**src/rtl/cpu_pkg.sv**
```systemverilog
// Shared CPU definitions: control-flow opcodes, the canonical NOP and the
// fetch queue entry format used by the fetch stage.
package cpu_pkg;

    localparam logic [6:0]  OP_BRANCH = 7'b1100011;
    localparam logic [6:0]  OP_JAL    = 7'b1101111;
    localparam logic [6:0]  OP_JALR   = 7'b1100111;
    localparam logic [31:0] NOP_INST  = 32'h0000_0013;

    typedef struct packed {
        logic [31:0] pc;
        logic [31:0] inst;
    } fetch_entry;

    typedef enum logic {
        FS_BOOT,
        FS_RUN
    } fetch_state_e;

    function automatic logic is_ctrl_op(input logic [6:0] op);
        return (op == OP_BRANCH) || (op == OP_JAL) || (op == OP_JALR);
    endfunction

endpackage

```
**src/rtl/fetch_queue.sv**
```systemverilog
// Small FIFO of fetched {pc, inst} pairs that absorbs responses while
// decode is stalled. Clear wins over push/pop in the same cycle.
module fetch_queue
    import cpu_pkg::*;
#(
    parameter int QDEPTH = 2,
    parameter int CW     = $clog2(QDEPTH + 1)
) (
    input  logic          clk_i,
    input  logic          rst_ni,
    input  logic          push_i,
    input  fetch_entry    entry_i,
    input  logic          pop_i,
    input  logic          clear_i,
    output logic [CW-1:0] count_o,
    output logic          empty_o,
    output fetch_entry    head_o
);

    localparam int PW = (QDEPTH > 1) ? $clog2(QDEPTH) : 1;
    localparam logic [CW-1:0] FULL_CNT = CW'(QDEPTH);

    logic [PW-1:0] wptr_q, wptr_d;
    logic [PW-1:0] rptr_q, rptr_d;
    logic [CW-1:0] count_q, count_d;
    logic          do_pop;
    fetch_entry    mem_q [QDEPTH];

    function automatic logic [PW-1:0] ptr_inc(input logic [PW-1:0] p);
        return (p == PW'(QDEPTH - 1)) ? '0 : p + PW'(1);
    endfunction

    assign do_pop  = pop_i && (count_q != '0);
    assign count_o = count_q;
    assign empty_o = (count_q == '0);
    assign head_o  = mem_q[rptr_q];

    always_comb begin
        wptr_d  = wptr_q;
        rptr_d  = rptr_q;
        count_d = count_q;
        if (clear_i) begin
            wptr_d  = '0;
            rptr_d  = '0;
            count_d = '0;
        end else begin
            if (push_i) wptr_d = ptr_inc(wptr_q);
            if (do_pop) rptr_d = ptr_inc(rptr_q);
            case ({push_i, do_pop})
                2'b10:   count_d = count_q + CW'(1);
                2'b01:   count_d = count_q - CW'(1);
                default: count_d = count_q;
            endcase
        end
    end

    always_ff @(posedge clk_i or negedge rst_ni) begin
        if (!rst_ni) begin
            wptr_q  <= '0;
            rptr_q  <= '0;
            count_q <= '0;
        end else begin
            wptr_q  <= wptr_d;
            rptr_q  <= rptr_d;
            count_q <= count_d;
        end
    end

    // Storage is not reset; count_q alone decides what is valid.
    always_ff @(posedge clk_i) begin
        if (push_i && !clear_i) mem_q[wptr_q] <= entry_i;
    end

    a_no_overflow: assert property (@(posedge clk_i) disable iff (!rst_ni)
        !(push_i && !clear_i && (count_q == FULL_CNT)));

endmodule

```
**src/rtl/fetch_unit.sv**
```systemverilog
// Instruction-fetch stage: owns the fetch PC, keeps up to QDEPTH requests plus
// buffered words in flight, and loads the IF/ID register read by decode.
module fetch_unit
    import cpu_pkg::*;
#(
    parameter int          QDEPTH   = 2,
    parameter logic [31:0] RESET_PC = 32'h0000_0000
) (
    input  logic        clk,
    input  logic        rst,
    output logic        imem_req,
    output logic [31:0] imem_addr,
    input  logic        imem_gnt,
    input  logic        imem_rvalid,
    input  logic [31:0] imem_rdata,
    input  logic        stall,
    input  logic        prediction,
    input  logic [31:0] new_pc,
    input  logic        redirect,
    input  logic [31:0] redirect_pc,
    output logic [31:0] pc,
    output logic [31:0] inst,
    output logic        valid
);

    localparam int CW = $clog2(QDEPTH + 1);
    localparam logic [CW:0] CREDITS = (CW + 1)'(QDEPTH);

    fetch_state_e  state_q, state_d;
    logic [31:0]   fetch_pc_q, fetch_pc_d;
    logic [31:0]   resp_pc_q, resp_pc_d;
    logic [CW-1:0] outst_q, outst_d;
    logic [CW-1:0] discard_q, discard_d;
    logic [31:0]   if_pc_q, if_pc_d;
    logic [31:0]   if_inst_q, if_inst_d;
    logic          if_valid_q, if_valid_d;

    logic [CW-1:0] q_count;
    logic          q_empty;
    fetch_entry    q_head;
    fetch_entry    resp_entry;
    logic          q_push, q_pop;
    logic          dec_redirect, flush, fire, resp_keep, load, bypass;
    logic [31:0]   target;

    assign dec_redirect = if_valid_q && !stall && prediction && is_ctrl_op(if_inst_q[6:0]);
    assign flush        = redirect || dec_redirect;
    assign target       = (redirect ? redirect_pc : new_pc) & 32'hFFFF_FFFC;

    // Credits cover both in-flight requests and buffered words, so a
    // response can always be accepted without backpressure.
    assign imem_req  = (state_q == FS_RUN) && !flush &&
                       (({1'b0, outst_q} + {1'b0, q_count}) < CREDITS);
    assign imem_addr = fetch_pc_q;

    assign fire       = imem_req && imem_gnt;
    assign resp_keep  = imem_rvalid && (discard_q == '0);
    assign load       = !stall && !flush;
    assign bypass     = load && q_empty && resp_keep;
    assign q_pop      = load && !q_empty;
    assign q_push     = resp_keep && !flush && !bypass;
    assign resp_entry = '{pc: resp_pc_q, inst: imem_rdata};

    assign pc    = if_pc_q;
    assign inst  = if_inst_q;
    assign valid = if_valid_q;

    fetch_queue #(
        .QDEPTH (QDEPTH),
        .CW     (CW)
    ) u_queue (
        .clk_i   (clk),
        .rst_ni  (rst),
        .push_i  (q_push),
        .entry_i (resp_entry),
        .pop_i   (q_pop),
        .clear_i (flush),
        .count_o (q_count),
        .empty_o (q_empty),
        .head_o  (q_head)
    );

    always_comb begin
        state_d = state_q;
        case (state_q)
            FS_BOOT: state_d = FS_RUN;
            FS_RUN:  state_d = FS_RUN;
            default: state_d = FS_BOOT;
        endcase
    end

    always_comb begin
        fetch_pc_d = fetch_pc_q;
        resp_pc_d  = resp_pc_q;
        outst_d    = outst_q + CW'(fire) - CW'(imem_rvalid);
        discard_d  = discard_q;
        if_pc_d    = if_pc_q;
        if_inst_d  = if_inst_q;
        if_valid_d = if_valid_q;

        if (fire)                                 fetch_pc_d = fetch_pc_q + 32'd4;
        if (resp_keep)                            resp_pc_d  = resp_pc_q + 32'd4;
        if (imem_rvalid && (discard_q != '0))     discard_d  = discard_q - CW'(1);

        // Every response still owed (minus one arriving now) belongs to the
        // abandoned path; fire is low here so outst only loses rvalid.
        if (flush) begin
            fetch_pc_d = target;
            resp_pc_d  = target;
            discard_d  = outst_q - CW'(imem_rvalid);
            if_valid_d = 1'b0;
            if_inst_d  = NOP_INST;
        end else if (load) begin
            if (q_pop) begin
                if_pc_d    = q_head.pc;
                if_inst_d  = q_head.inst;
                if_valid_d = 1'b1;
            end else if (bypass) begin
                if_pc_d    = resp_pc_q;
                if_inst_d  = imem_rdata;
                if_valid_d = 1'b1;
            end else begin
                if_valid_d = 1'b0;
                if_inst_d  = NOP_INST;
            end
        end
    end

    always_ff @(posedge clk or negedge rst) begin
        if (!rst) begin
            state_q    <= FS_BOOT;
            fetch_pc_q <= RESET_PC;
            resp_pc_q  <= RESET_PC;
            outst_q    <= '0;
            discard_q  <= '0;
            if_pc_q    <= RESET_PC;
            if_inst_q  <= NOP_INST;
            if_valid_q <= 1'b0;
        end else begin
            state_q    <= state_d;
            fetch_pc_q <= fetch_pc_d;
            resp_pc_q  <= resp_pc_d;
            outst_q    <= outst_d;
            discard_q  <= discard_d;
            if_pc_q    <= if_pc_d;
            if_inst_q  <= if_inst_d;
            if_valid_q <= if_valid_d;
        end
    end

    a_credit: assert property (@(posedge clk) disable iff (!rst)
        (discard_q <= outst_q) && ({1'b0, outst_q} <= CREDITS) && ({1'b0, q_count} <= CREDITS));

endmodule

```
**config.mk**
```make
export PLATFORM = sky130hd
export DESIGN_NAME = fetch_unit
export DESIGN_NICKNAME = d
export VERILOG_FILES = /design/src/rtl/cpu_pkg.sv /design/src/rtl/fetch_queue.sv /design/src/rtl/fetch_unit.sv
export SDC_FILE = /design/constraint.sdc
export NUM_CORES = 1
export LEC_CHECK = 0
export CAP_MARGIN = 5
export CORE_MARGIN = 1
export CORE_UTILIZATION = 55
export CTS_BUF_LIST = sky130_fd_sc_hd__clkbuf_4 sky130_fd_sc_hd__clkbuf_8
export DETAILED_ROUTE_END_ITERATION = 8
export HOLD_SLACK_MARGIN = 0.03
export PLACE_DENSITY_LB_ADDON = 0.3
export SYNTH_ARGS = -nofsm -noshare
export SYNTH_HDL_FRONTEND = slang
export SYNTH_SLANG_ARGS = --single-unit
```
**constraint.sdc**
```tcl
create_clock -name clk -period 16.2 [get_ports clk]
set_input_delay 3.24 -clock clk [delete_from_list [all_inputs] [get_ports clk]]
set_output_delay 3.24 -clock clk [all_outputs]
set_load 0.01 [all_outputs]
```
# After elaboration in Yosys (flattened, before gate mapping)
# Memory sizes are Yosys's and may differ from the RTL's.
# Cells that the tools add are included.
# classes
reduce_logical	36
n_bitwise	1
eq_ne	5
n_mux	27
addsub	11
magnitude_cmp	1
# op_table
cell	count
two-way mux 32 bit	11
adder 32 x 3 -> 32 bit, second input constant	2
== test 7 bit, second input constant	3
nonzero test 2 bit	9
logical AND 1 bit	16
two-way mux 1 bit	12
two-way mux 2 bit	3
logical NOT 1 bit	4
logical NOT 2 bit	2
case mux 2 bit (2 select lines)	1
subtractor 2 x 1 -> 2 bit	2
subtractor 2 x 1 -> 2 bit, second input constant	2
adder 2 x 2 -> 3 bit	1
logical OR 1 bit	3
< comparator 3 x 2 -> 1 bit, second input constant	1
AND reduction 3 bit	1
nonzero test 3 bit	1
adder 1 bit, second input constant	2
adder 2 x 1 -> 2 bit	1
adder 2 x 1 -> 2 bit, second input constant	1
== test 2 x 1 -> 1 bit, second input constant	1
== test 2 bit, second input constant	1
NOT 1 bit	1
# totals
register_bits	138
output_inout_bits	98
word_cells	93
ramBits	128
in_bits	103
n_memories	1
# mem_list
memory	words	word_bits	rd	rd_ports_with_merged_regs	write_ports	line	rtl
u_queue.mem_q	2	64	1	0	1	fetch_queue.sv:27	fetch_entry mem_q [QDEPTH];

# Logic depth before layout (Yosys ltp)
# Gate-level depths: netlist of run 1.
# depth
word_depth	14
depth_mapped	11

# By module
# From an unflattened synthesis of run 1, not the netlist that was laid out.
# unflattened
hier_cells	1018
area_unflattened_um2	11835.1
# by_module_without_submodules
mod	cells_per_inst	area_per_inst_um2	n_inst
fetch_unit	797	6985.4	1
fetch_queue	221	4849.7	1

# Worst setup path before layout of run 1
# No wires, ideal clock.
# synth_path
kind	in2reg
startpoint	input stall
endpoint	memory u_queue.mem_q[0][0] (netlist bit), enable pin
cell_stages	5
required_ps	15642
setup_time_ps	558
arrival_ps	8370
setup_slack_ps	7272
path_cell_list	and4bb_2 a31o_2 buf_2 clkbuf_1 nor3_1
# synth_via
elab_chain_len	14
elab_cells_between_ends	15
classes_between	mux (2); reduce/logical (13)
# synth_rtl
item	line	rtl
from (decl)	fetch_unit.sv:16	input logic stall,
logical NOT 1 bit (*)	fetch_unit.sv:46, fetch_unit.sv:58	
logical AND 1 bit (3 in series)	fetch_unit.sv:46	assign dec_redirect = if_valid_q && !stall && prediction && is_ctrl_op(if_inst_q[6:0]);
logical OR 1 bit	fetch_unit.sv:47	assign flush = redirect || dec_redirect;
logical NOT 1 bit	fetch_queue.sv:71, fetch_unit.sv:58, fetch_unit.sv:61	
logical AND 1 bit	fetch_unit.sv:58	assign load = !stall && !flush;
logical AND 1 bit (2 in series)	fetch_unit.sv:59	assign bypass = load && q_empty && resp_keep;
logical NOT 1 bit	fetch_unit.sv:61	assign q_push = resp_keep && !flush && !bypass;
logical AND 1 bit	fetch_unit.sv:61	
logical AND 1 bit (*)	fetch_queue.sv:71	if (push_i && !clear_i) mem_q[wptr_q] <= entry_i;
two-way mux 1 bit (*)	fetch_queue.sv:71	
two-way mux 1 bit (implied by the code) (*)	fetch_queue.sv:71	
to (decl)	fetch_queue.sv:27	
# Mark *: on every way between the ends. The rest lies on a longest branch, timed or not.

# Worst setup path in the final report of run 1
# layout_path
startpoint	input stall
endpoint	output imem_req
# layout_via
elab_chain_len	8
# layout_rtl
item	line	rtl
logical NOT 1 bit	fetch_unit.sv:46	
logical AND 1 bit (3 in series)	fetch_unit.sv:46	
logical OR 1 bit	fetch_unit.sv:47	
logical NOT 1 bit	fetch_unit.sv:52	assign imem_req = (state_q == FS_RUN) && !flush &&
logical AND 1 bit (2 in series)	fetch_unit.sv:52	
to (decl)	fetch_unit.sv:11	output logic imem_req,
# No other way between the ends.

==> metrics.yaml, run 1 <==
cts:
  clk_latency_ns: 0.54
  cts_tree: "done"
  cts.reportedPaths.clkPinSlew_ns: 0.06
  cts_buffers: 41
  postCtsSetupRepairBufs: 0
  cts-resized-gates: 0
  root_buffer: "clkbuf_8"
  htree_levels: 2
  clock_path_buffers: 3
  holdBufCountCts: 0
  clock_sinks: 256
cells_and_area:
  post-route-util_pct: 70.19
  area_growth_pct: 25.45
  drive_gt1_share_pct: 12.47
  fillers: 1509
  layout.cells.non_filler: 1494
  antenna_cells: 0
  final_nets: 1296
power_and_ir_drop:
  fin_total_pwr_w: 0.001745
  switching_power_w: 0.0004622
  p_seq_share_pct: 47.0
  vdd_drop_max_v: 0.00008047
  swShare_pct: 26.50
  power_frac_clock_pct: 34.3
  power_frac_comb_pct: 18.7
  powerDensity_mw_per_mm2: 118.2
  power.internal_w: 0.001282
  power_leakage_nw: 5.748
die:
  dieArea_mm2: 0.02197
  coreArea_mm2: 0.02102
  placementRows: 53
  dieHeight_um: 148.2
  die_x_um: 148.2
  ios: 201
  start_util_pct: 55.95
flow_run:
  maxCapViolations: 0
timing:
  hold_ws_ns: 0.4606
  layout_worst_path_cycle_share_pct: 55.34
  relSlewSlack_pct: 30.14
  setup_tns_ns: 0
  setup_viol: 0
  maxSlewViolCount: 0
  period_needed_ns: 8.965
  grt_setup_unrepaired: "false"
  fmax_mhz: 111.5
  worstMarginPinSlew_ns: 1.048
  hold_violations: 0
  fin_skew_ns: 0.01460
synth:
  async_reset_ff_share_pct: 51.56
  syn_area_per_cell_um2: 11.75
  synth_cell_types: 73
  synthTopCellsByArea: "edfxtp_1 (32%), dfrtp_1 (27%), nand2_1 (3.5%)"
  syn-cell-area_mm2: 0.01176
  synth_common_cells: "dfrtp_1 (129), edfxtp_1 (124), nand2_1 (110), nor2_1 (74), o21ai_0 (40)"
  ys_warn_count: 0
  yosysSeqAreaShare_pct: 59.78
  synthCells: 1001
  synth_top_area_share_pct: 31.66
  yosysTopAreaCell: "edfxtp_1"
  synth-edff-count: 124
  ys_seq_elements: 256
  synth_top_flop_cell: "dfrtp_1"
  synth.most_common_cell: "dfrtp_1"
global_route:
  first_global_vias: 8864
  grt_pass1_wl_um: 46150
  globalRouteTotalUtil_pct: 26.77
  grt_max_degree: 97
  antenna_found_initial: 0
  overflow: 0
placement:
  post-dp-hpwl_um: 18350
  place_inst: 1418
  finalWeightedCongestion: 0.9094
  port_buffers: 192
status:
  outcome: "finished, final reports clean"
route:
  ant_nets: 0
  drc: 0
  first_pass_iters: 6
  detail_route.iter0.violations: 680
  wirelength_um: 28820
  viasPerCell: 5.985
  vias: 8942
  routedWlPerCell_um: 19.29
setup_path:
  crit_fanout: 31
  cp.required_ns: 12.96
  critPathKind: "in -> out"
  cp-end-kind: "primary output"
  cp.arrival_ns: 5.72
  cp-start-kind: "primary input"
worst_hold_path:
  hold_class: "reg -> reg"
-- layout by cell type (no fill, tap or decap), types with 4 or more instances in the layout --
cell,netlist,layout
nor3_1,17,15
ha_1,6,6
xnor2_1,23,23
o21ai_0,40,40
nand3_1,29,29
conb_1,2,5
clkinv_2,0,5
dfrtp_1,129,128
buf_4,6,12
nor4_1,6,6
o221ai_1,29,29
or3_1,8,8
inv_1,14,14
a21oi_1,37,37
nand4_1,21,21
clkbuf_8,0,45
a31o_2,6,6
nor2_1,74,73
a31oi_1,9,8
mux2i_1,36,36
o21ai_1,4,4
o21a_1,4,4
and4_1,4,4
o31ai_1,7,7
nor4_2,4,4
a21o_1,32,32
mux2_2,29,29
nand3_2,4,4
and2_1,8,8
a211oi_1,31,31
clkdlybuf4s50_1,0,191
nand2_1,110,109
clkbuf_4,0,20
edfxtp_1,124,124
and3_1,17,17
xor2_1,19,19
-- routing by layer --
metal	share of wire [%]	GRT usage, %
met5	0	0
met4	2.3	9.278
met3	8.2	5.245
met2	47	43.00
met1	43	36.53
-- power by group through the flow --
stage	sequential, W	combinational, W	clock (W)
6_report	0.000820	0.000327	0.000598
3_5_place_dp	0.000831	0.000326	0
3_3_place_gp	0.000828	0.000318	0
5_1_grt	0.000830	0.000355	0.000637
2_1_floorplan	0.000838	0.000139	0
4_1_cts	0.000819	0.000329	0.000610
-- registers in the layout (all words and copies together), names as in the netlist --
signal / count
inst: 32
u_queue.rptr_q: 1
discard_q: 2
outst_q: 2
state_q: 1
imem_addr: 30
valid: 1
resp_pc_q: 30
u_queue.mem_q: 124
u_queue.wptr_q: 1
u_queue.count_o: 2
pc: 30
-- metrics by stage --
| step | setup slack (ns) | instance area [um^2] |
|---|---|---|
| after floorplan | 7.272 | 11770 |
| after global placement | 7.244 | 13850 |
| after detailed placement | 7.240 | 13850 |
| after CTS | 7.228 | 14750 |
| after global routing | 7.101 | 14750 |
| final | 7.235 | 14750 |
-- worst paths after layout --
kind                                  end  cells after the start    start  slack [ns]
setup / recovery                 imem_req                      5    stall        7.24
hold / removal                    inst[9]                      2  inst[9]        0.46
setup reg to reg            resp_pc_q[18]                      5  inst[1]       13.19
hold reg to reg                   inst[9]                      2  inst[9]        0.46
max in group asynchronous  u_queue.rptr_q                      2      rst       12.04
min in group asynchronous   imem_addr[22]                      1      rst        2.67
-- kinds of logic after synthesis --
group | synth area share [%]
xor+xnor | 3.128
simple gates | 14.15
flops | 59.78
other cells | 0.06385
fa+ha+maj | 0.8085
compound gates | 13.21
mux | 5.840
buf+inv | 3.021
-- cell type report --
type	instances	area, um^2	area share (%)
Sequential cell	256	7034	47.68
Inverter	14	52.55	0.3562
Clock buffer	65	769.5	5.215
Multi-Input combinational cell	669	4410	29.89
Timing Repair Buffer	204	2013	13.64
Tap cell	275	344.1	2.332
Clock inverter	11	130.1	0.8820
-- worst max-delay path: stages --
cell and delay, ns:
clkdlybuf4s50_1 0.73, and4bb_2 0.35, a31o_2 0.46, nor4b_1 0.34, clkdlybuf4s50_1 0.60
Note: power is estimated with default switching activity, not from simulation.
==> inputs of run 2 (changes only) <==
Settings changed: CORE_UTILIZATION 55 to 50.
Clock period 16.2 ns to 7.49 ns, I/O delays scaled along.
==> metrics.yaml, run 2 (synthesis gave the netlist of run 1 again) <==
flow_run:
  maxCapViolations: 0  # unchanged
setup_path:
  crit_fanout: 31  # unchanged
  cp.arrival_ns: 3.98  # was 5.72 ns
  cp-end-kind: "primary output"  # unchanged
  cp-startpoint: "stall"  # unchanged
  reg2reg_to: "imem_addr[30]"  # was resp_pc_q[18]
  critPathKind: "in -> out"  # unchanged
  r2r-start: "u_queue.count_o[0]"  # was inst[1]
  crit_top_cell: "clkdlybuf4s50_1"  # unchanged
  cp-start-kind: "primary input"  # unchanged
  crit_chain: "clkdlybuf4s50_1, and4bb_2, a31o_2, nor4b_1, clkdlybuf4s50_1"  # unchanged
  crit_slowest_cell: "clkdlybuf4s50_1"  # unchanged
  r2r_cells: 8  # was 5
  r2r_slack_ns: 4.59  # was 13.19 ns
  cpPeakStageDelay_ns: 0.74  # was 0.73 ns
  cp.required_ns: 5.99  # was 12.96 ns
timing:
  maxSlewViolCount: 0  # unchanged
  hold_ws_ns: 0.4612  # was 0.4606 ns
  period_needed_ns: 5.474
  relSlewSlack_pct: 30.33  # was 30.14%
  worstMarginPinSlew_ns: 1.045  # was 1.048 ns
  grt_setup_unrepaired: "false"  # unchanged
  layout_worst_path_cycle_share_pct: 73.08
  hold_violations: 0  # unchanged
  setup_viol: 0  # unchanged
  setup_tns_ns: 0  # unchanged
  fin_skew_ns: 0.01829  # was 0.01460 ns
  fmax_mhz: 182.7
cts:
  cts.reportedPaths.clkPinSlew_ns: 0.06  # about the same
  cts-resized-gates: 0  # unchanged
  cts_buffers: 42  # was 41
  htree_levels: 2  # unchanged
  clock_sinks: 256  # unchanged
  clk_latency_ns: 0.55  # was 0.54 ns
  postCtsSetupRepairBufs: 0  # unchanged
  holdBufCountCts: 0  # unchanged
  cts_tree: "done"  # unchanged
  clock_path_buffers: 3  # unchanged
  root_buffer: "clkbuf_8"  # unchanged
cells_and_area:
  antenna_cells: 0  # unchanged
  post-route-util_pct: 64.72  # was 70.19%
  top_register: "u_queue.mem_q"  # unchanged
  regArea_mm2: 0.007032  # was 0.007034 mm^2
  final_common_cell: "clkdlybuf4s50_1"  # unchanged
  final_nets: 1300  # was 1296
  drive_gt1_share_pct: 12.67  # was 12.47%
  largest_reg_flops: 124  # unchanged
  mostFrequentLayoutCells: "clkdlybuf4s50_1 (190), dfrtp_1 (128), edfxtp_1 (124)"  # was clkdlybuf4s50_1 (191), dfrtp_1 (128), edfxtp_1 (124)
  multi_input_area_mm2: 0.004410  # unchanged
  fillers: 1786  # was 1509
  layout.cells.non_filler: 1536  # was 1494
  area_growth_pct: 25.71  # was 25.45%
global_route:
  overflow: 0  # unchanged
  antenna_found_initial: 0  # unchanged
  grt_pass1_wl_um: 46220  # was 46150 um
  globalRouteTotalUtil_pct: 24.28  # was 26.77%
  first_global_vias: 8884  # was 8864
  grt_max_degree: 97  # unchanged
route:
  vias: 8897  # was 8942
  detail_route.iter0.violations: 610  # was 680
  first_pass_iters: 5  # was 6
  top_layer: "met4"  # unchanged
  wirelength_um: 29280  # was 28820 um
  drc: 0  # unchanged
  ant_nets: 0  # unchanged
  routedWlPerCell_um: 19.06  # was 19.29 um
  wl_met1_um: 12830  # was 12350 um
  wl_met3_um: 2365  # was 2361 um
  viasPerCell: 5.792  # was 5.985
  wl_met2_um: 13600  # was 13450 um
power_and_ir_drop:
  power_leakage_nw: 5.744  # was 5.748 nW
  vdd_drop_max_v: 0.0001110  # was 0.00008047 V
  powerDensity_mw_per_mm2: 252.2  # was 118.2 mW/mm^2
  fin_total_pwr_w: 0.003729  # was 0.001745 W
die:
  die_x_um: 155.4  # was 148.2 um
  dieArea_mm2: 0.02414  # was 0.02197 mm^2
  dieHeight_um: 155.4  # was 148.2 um
  start_util_pct: 51.48  # was 55.95%
  coreArea_mm2: 0.02285  # was 0.02102 mm^2
  placementRows: 55  # was 53
  ios: 201  # unchanged
placement:
  place_inst: 1459  # was 1418
  port_buffers: 192  # unchanged
  finalWeightedCongestion: 0.8936  # was 0.9094
  post-dp-hpwl_um: 18670  # was 18350 um
worst_hold_path:
  hold_end: "inst[13]"  # was inst[9]
  hold_start: "inst[13]"  # was inst[9]
  hold_class: "reg -> reg"  # unchanged
  holdPathStages: 2  # unchanged
status:
  outcome: "finished, final reports clean"  # unchanged
run 2: layer usage:
| metal | global-route usage [%] | vias to the layer above |
|---|---|---|
| li1 | - | 4105 |
| met1 | 32.61 | 4361 |
| met2 | 39.33 | 386 |
| met3 | 5.515 | 45 |
| met4 | 7.470 | 0 |
| met5 | 0 | - |
run 2: through the flow:
stage	instance area (um^2)	worst slack, ns
2_1_floorplan	11770	0.3035
3_3_place_gp	13920	2.020
3_5_place_dp	13920	2.062
4_1_cts	14790	2.025
5_1_grt	14790	1.900
6_report	14790	2.016
run 2: layout make-up:
cell class,instances,share of cell area [%]
Inverter,14,0.3554
Clock buffer,64,5.238
Clock inverter,13,0.6347
Tap cell,313,2.649
Sequential cell,256,47.56
Multi-Input combinational cell,669,29.83
Timing Repair Buffer,207,13.73
run 2: critical path, delay by kind of cell:
kind | cells | cell delay (ns)
buf+inv | 2 | 1.33
simple gates | 2 | 0.68
compound gates | 1 | 0.45
run 2: worst max-delay path by stage:
stage	cells past startpoint	to	slack, ns
after floorplan	5	u_queue.mem_q[0][0]	0.30
after CTS	5	imem_req	2.03
final	5	imem_req	2.02
after global routing	5	imem_req	1.90
after detailed placement	5	imem_req	2.06
after global placement	5	imem_req	2.02
run 2: where the power goes:
part | switching [W] | internal [W] | total, W | leakage, nW
Clock | 0.000552 | 0.000698 | 0.00125 | 0.461
Combinational | 0.000332 | 0.000378 | 0.000710 | 2.50
Sequential | 0.000133 | 0.00164 | 0.00177 | 2.78
Total | 0.00102 | 0.00271 | 0.00373 | 5.74
==> inputs of run 3 (changes only) <==
Clock period 7.49 ns to 4.75 ns, I/O delays scaled along.
==> metrics.yaml, run 3 (synthesis gave the netlist of run 1 again) <==
die:
  coreArea_mm2: 0.02285  # unchanged
  dieArea_mm2: 0.02414  # unchanged
  placementRows: 55  # unchanged
  ios: 201  # unchanged
  start_util_pct: 51.48  # unchanged
  dieHeight_um: 155.4  # unchanged
  die_x_um: 155.4  # unchanged
power_and_ir_drop:
  power.internal_w: 0.004347  # was 0.002713 W
  switching_power_w: 0.001610  # was 0.001016 W
  power_leakage_nw: 5.813  # was 5.744 nW
  power_frac_clock_pct: 34.1  # was 33.5%
  swShare_pct: 27.03  # was 27.25%
  p_seq_share_pct: 46.9  # was 47.5%
  vdd_drop_max_v: 0.0001781  # was 0.0001110 V
  power_frac_comb_pct: 18.9  # was 19.0%
  powerDensity_mw_per_mm2: 399.3  # was 252.2 mW/mm^2
cts:
  clock_sinks: 256  # unchanged
  clock_path_buffers: 3  # unchanged
  cts_tree: "done"  # unchanged
  postCtsSetupRepairBufs: 0  # unchanged
  clk_latency_ns: 0.56  # was 0.55 ns
  root_buffer: "clkbuf_8"  # unchanged
  holdBufCountCts: 0  # unchanged
  cts-resized-gates: 0  # unchanged
  cts_buffers: 43  # was 42
  htree_levels: 2  # unchanged
  cts.reportedPaths.clkPinSlew_ns: 0.06  # about the same
timing:
  relSlewSlack_pct: 38.77  # was 30.33%
  setup_tns_ns: 0  # unchanged
  maxSlewViolCount: 0  # unchanged
  worstMarginPinSlew_ns: 0.9174  # was 1.045 ns
  fin_skew_ns: 0.03211  # was 0.01829 ns
  fmax_mhz: 259.7
  grt_setup_unrepaired: "false"  # unchanged
  period_needed_ns: 3.851
  setup_viol: 0  # unchanged
  layout_worst_path_cycle_share_pct: 81.08
  hold_violations: 0  # unchanged
  hold_ws_ns: 0.4289  # was 0.4612 ns
cells_and_area:
  final_nets: 1310  # was 1300
  drive_gt1_share_pct: 13.22  # was 12.67%
  mostFrequentLayoutCells: "clkdlybuf4s50_1 (190), dfrtp_1 (128), edfxtp_1 (124)"  # unchanged
  antenna_cells: 0  # unchanged
  top_register: "u_queue.mem_q"  # unchanged
  fillers: 1805  # was 1786
  area_growth_pct: 26.83  # was 25.71%
  largest_reg_flops: 124  # unchanged
  final_common_cell: "clkdlybuf4s50_1"  # unchanged
global_route:
  grt_max_degree: 81  # was 97
  overflow: 0  # unchanged
  globalRouteTotalUtil_pct: 25.11  # was 24.28%
  grt_pass1_wl_um: 47330  # was 46220 um
  antenna_found_initial: 0  # unchanged
  first_global_vias: 8828  # was 8884
placement:
  post-dp-hpwl_um: 19650  # was 18670 um
  finalWeightedCongestion: 0.8788  # was 0.8936
  port_buffers: 192  # unchanged
setup_path:
  cp_top_family: "buffers and inverters"  # unchanged
  cp-start-kind: "primary input"  # unchanged
  critPathKind: "in -> out"  # unchanged
  crit_top_cell: "clkdlybuf4s50_1"  # unchanged
  crit_fanout: 6  # was 31
  crit_chain: "clkdlybuf4s50_1, and4bb_2, a31o_2, nor4b_1, clkdlybuf4s50_1"  # unchanged
  crit_buf_inv: 2  # unchanged
  cp.required_ns: 3.80  # was 5.99 ns
  cpPeakStageDelay_ns: 0.60  # was 0.74 ns
  crit_slowest_cell: "clkdlybuf4s50_1"  # unchanged
  cp.arrival_ns: 2.90  # was 3.98 ns
  cp-end-kind: "primary output"  # unchanged
route:
  routedWlPerCell_um: 19.18  # was 19.06 um
  wirelength_um: 29650  # was 29280 um
  vias: 8870  # was 8897
  ant_nets: 0  # unchanged
  drc: 0  # unchanged
  detail_route.iter0.violations: 619  # was 610
  viasPerCell: 5.737  # was 5.792
  first_pass_iters: 4  # was 5
status:
  outcome: "finished, final reports clean"  # unchanged
flow_run:
  maxCapViolations: 0  # unchanged
worst_hold_path:
  hold_class: "in -> async"  # was reg -> reg
-- run 3: routing by layer --
metal / track usage [%] / up-vias / routed length (um)
met5: 0 / - / 0
met4: 7.563 / 0 / 607
met3: 4.708 / 60 / 2262
met2: 40.17 / 370 / 13680
met1: 34.91 / 4315 / 13100
li1: - / 4125 / -
-- run 3: final timing paths --
check	startpoint	end	slack, ns	cells after the start
worst max-delay path	stall	imem_req	0.90	5
worst min-delay path	rst	imem_addr[17]	0.43	1
worst max register to register	u_queue.count_o[0]	imem_addr[19]	1.86	8
worst min register to register	inst[14]	inst[14]	0.47	2
max in group asynchronous	rst	inst[0]	3.39	2
min in group clk	inst[14]	inst[14]	0.47	2
-- run 3: power by group through the flow --
stage | logic [W] | clock network (W) | registers (W)
3_5_place_dp | 0.00113 | 0 | 0.00283
2_1_floorplan | 0.000475 | 0 | 0.00286
6_report | 0.00113 | 0.00203 | 0.00280
4_1_cts | 0.00114 | 0.00207 | 0.00279
5_1_grt | 0.00122 | 0.00217 | 0.00283
3_3_place_gp | 0.00110 | 0 | 0.00282
-- run 3: layout make-up --
class,count,area (um^2),share of cell area [%]
clock inverters,11,78.83,0.5284
multi-input cells,669,4410,29.57
flip-flops and latches,256,7032,47.14
well taps,313,391.6,2.625
repair buffers,216,2123,14.23
inverters,14,52.55,0.3523
clock buffers,67,828.3,5.553
-- run 3: metrics by stage --
stage | setup WS (ns) | instances | area, um^2 | total power (W) | util (%)
detailed placement | 0.8828 | 1468 | 14010 | 0.003963 | 61.32
CTS | 0.8633 | 1546 | 14920 | 0.006003 | 65.29
global route | 0.8016 | 1546 | 14920 | 0.006218 | 65.29
floorplan | -1.889 | 1004 | 11770 | 0.003333 | -
global placement | 0.8351 | 1468 | 14010 | 0.003924 | 61.32
finish | 0.8989 | 1546 | 14920 | 0.005957 | 65.29
-- run 3: worst reg2reg max path, delay by kind of cell (launching register included) --
| kind | cells | cell delay, ns |
|---|---|---|
| DFF | 1 | 0.47 |
| buffers and inverters | 1 | 0.10 |
| and+or+nand+nor | 6 | 1.81 |
| adders and majority gates | 1 | 0.48 |
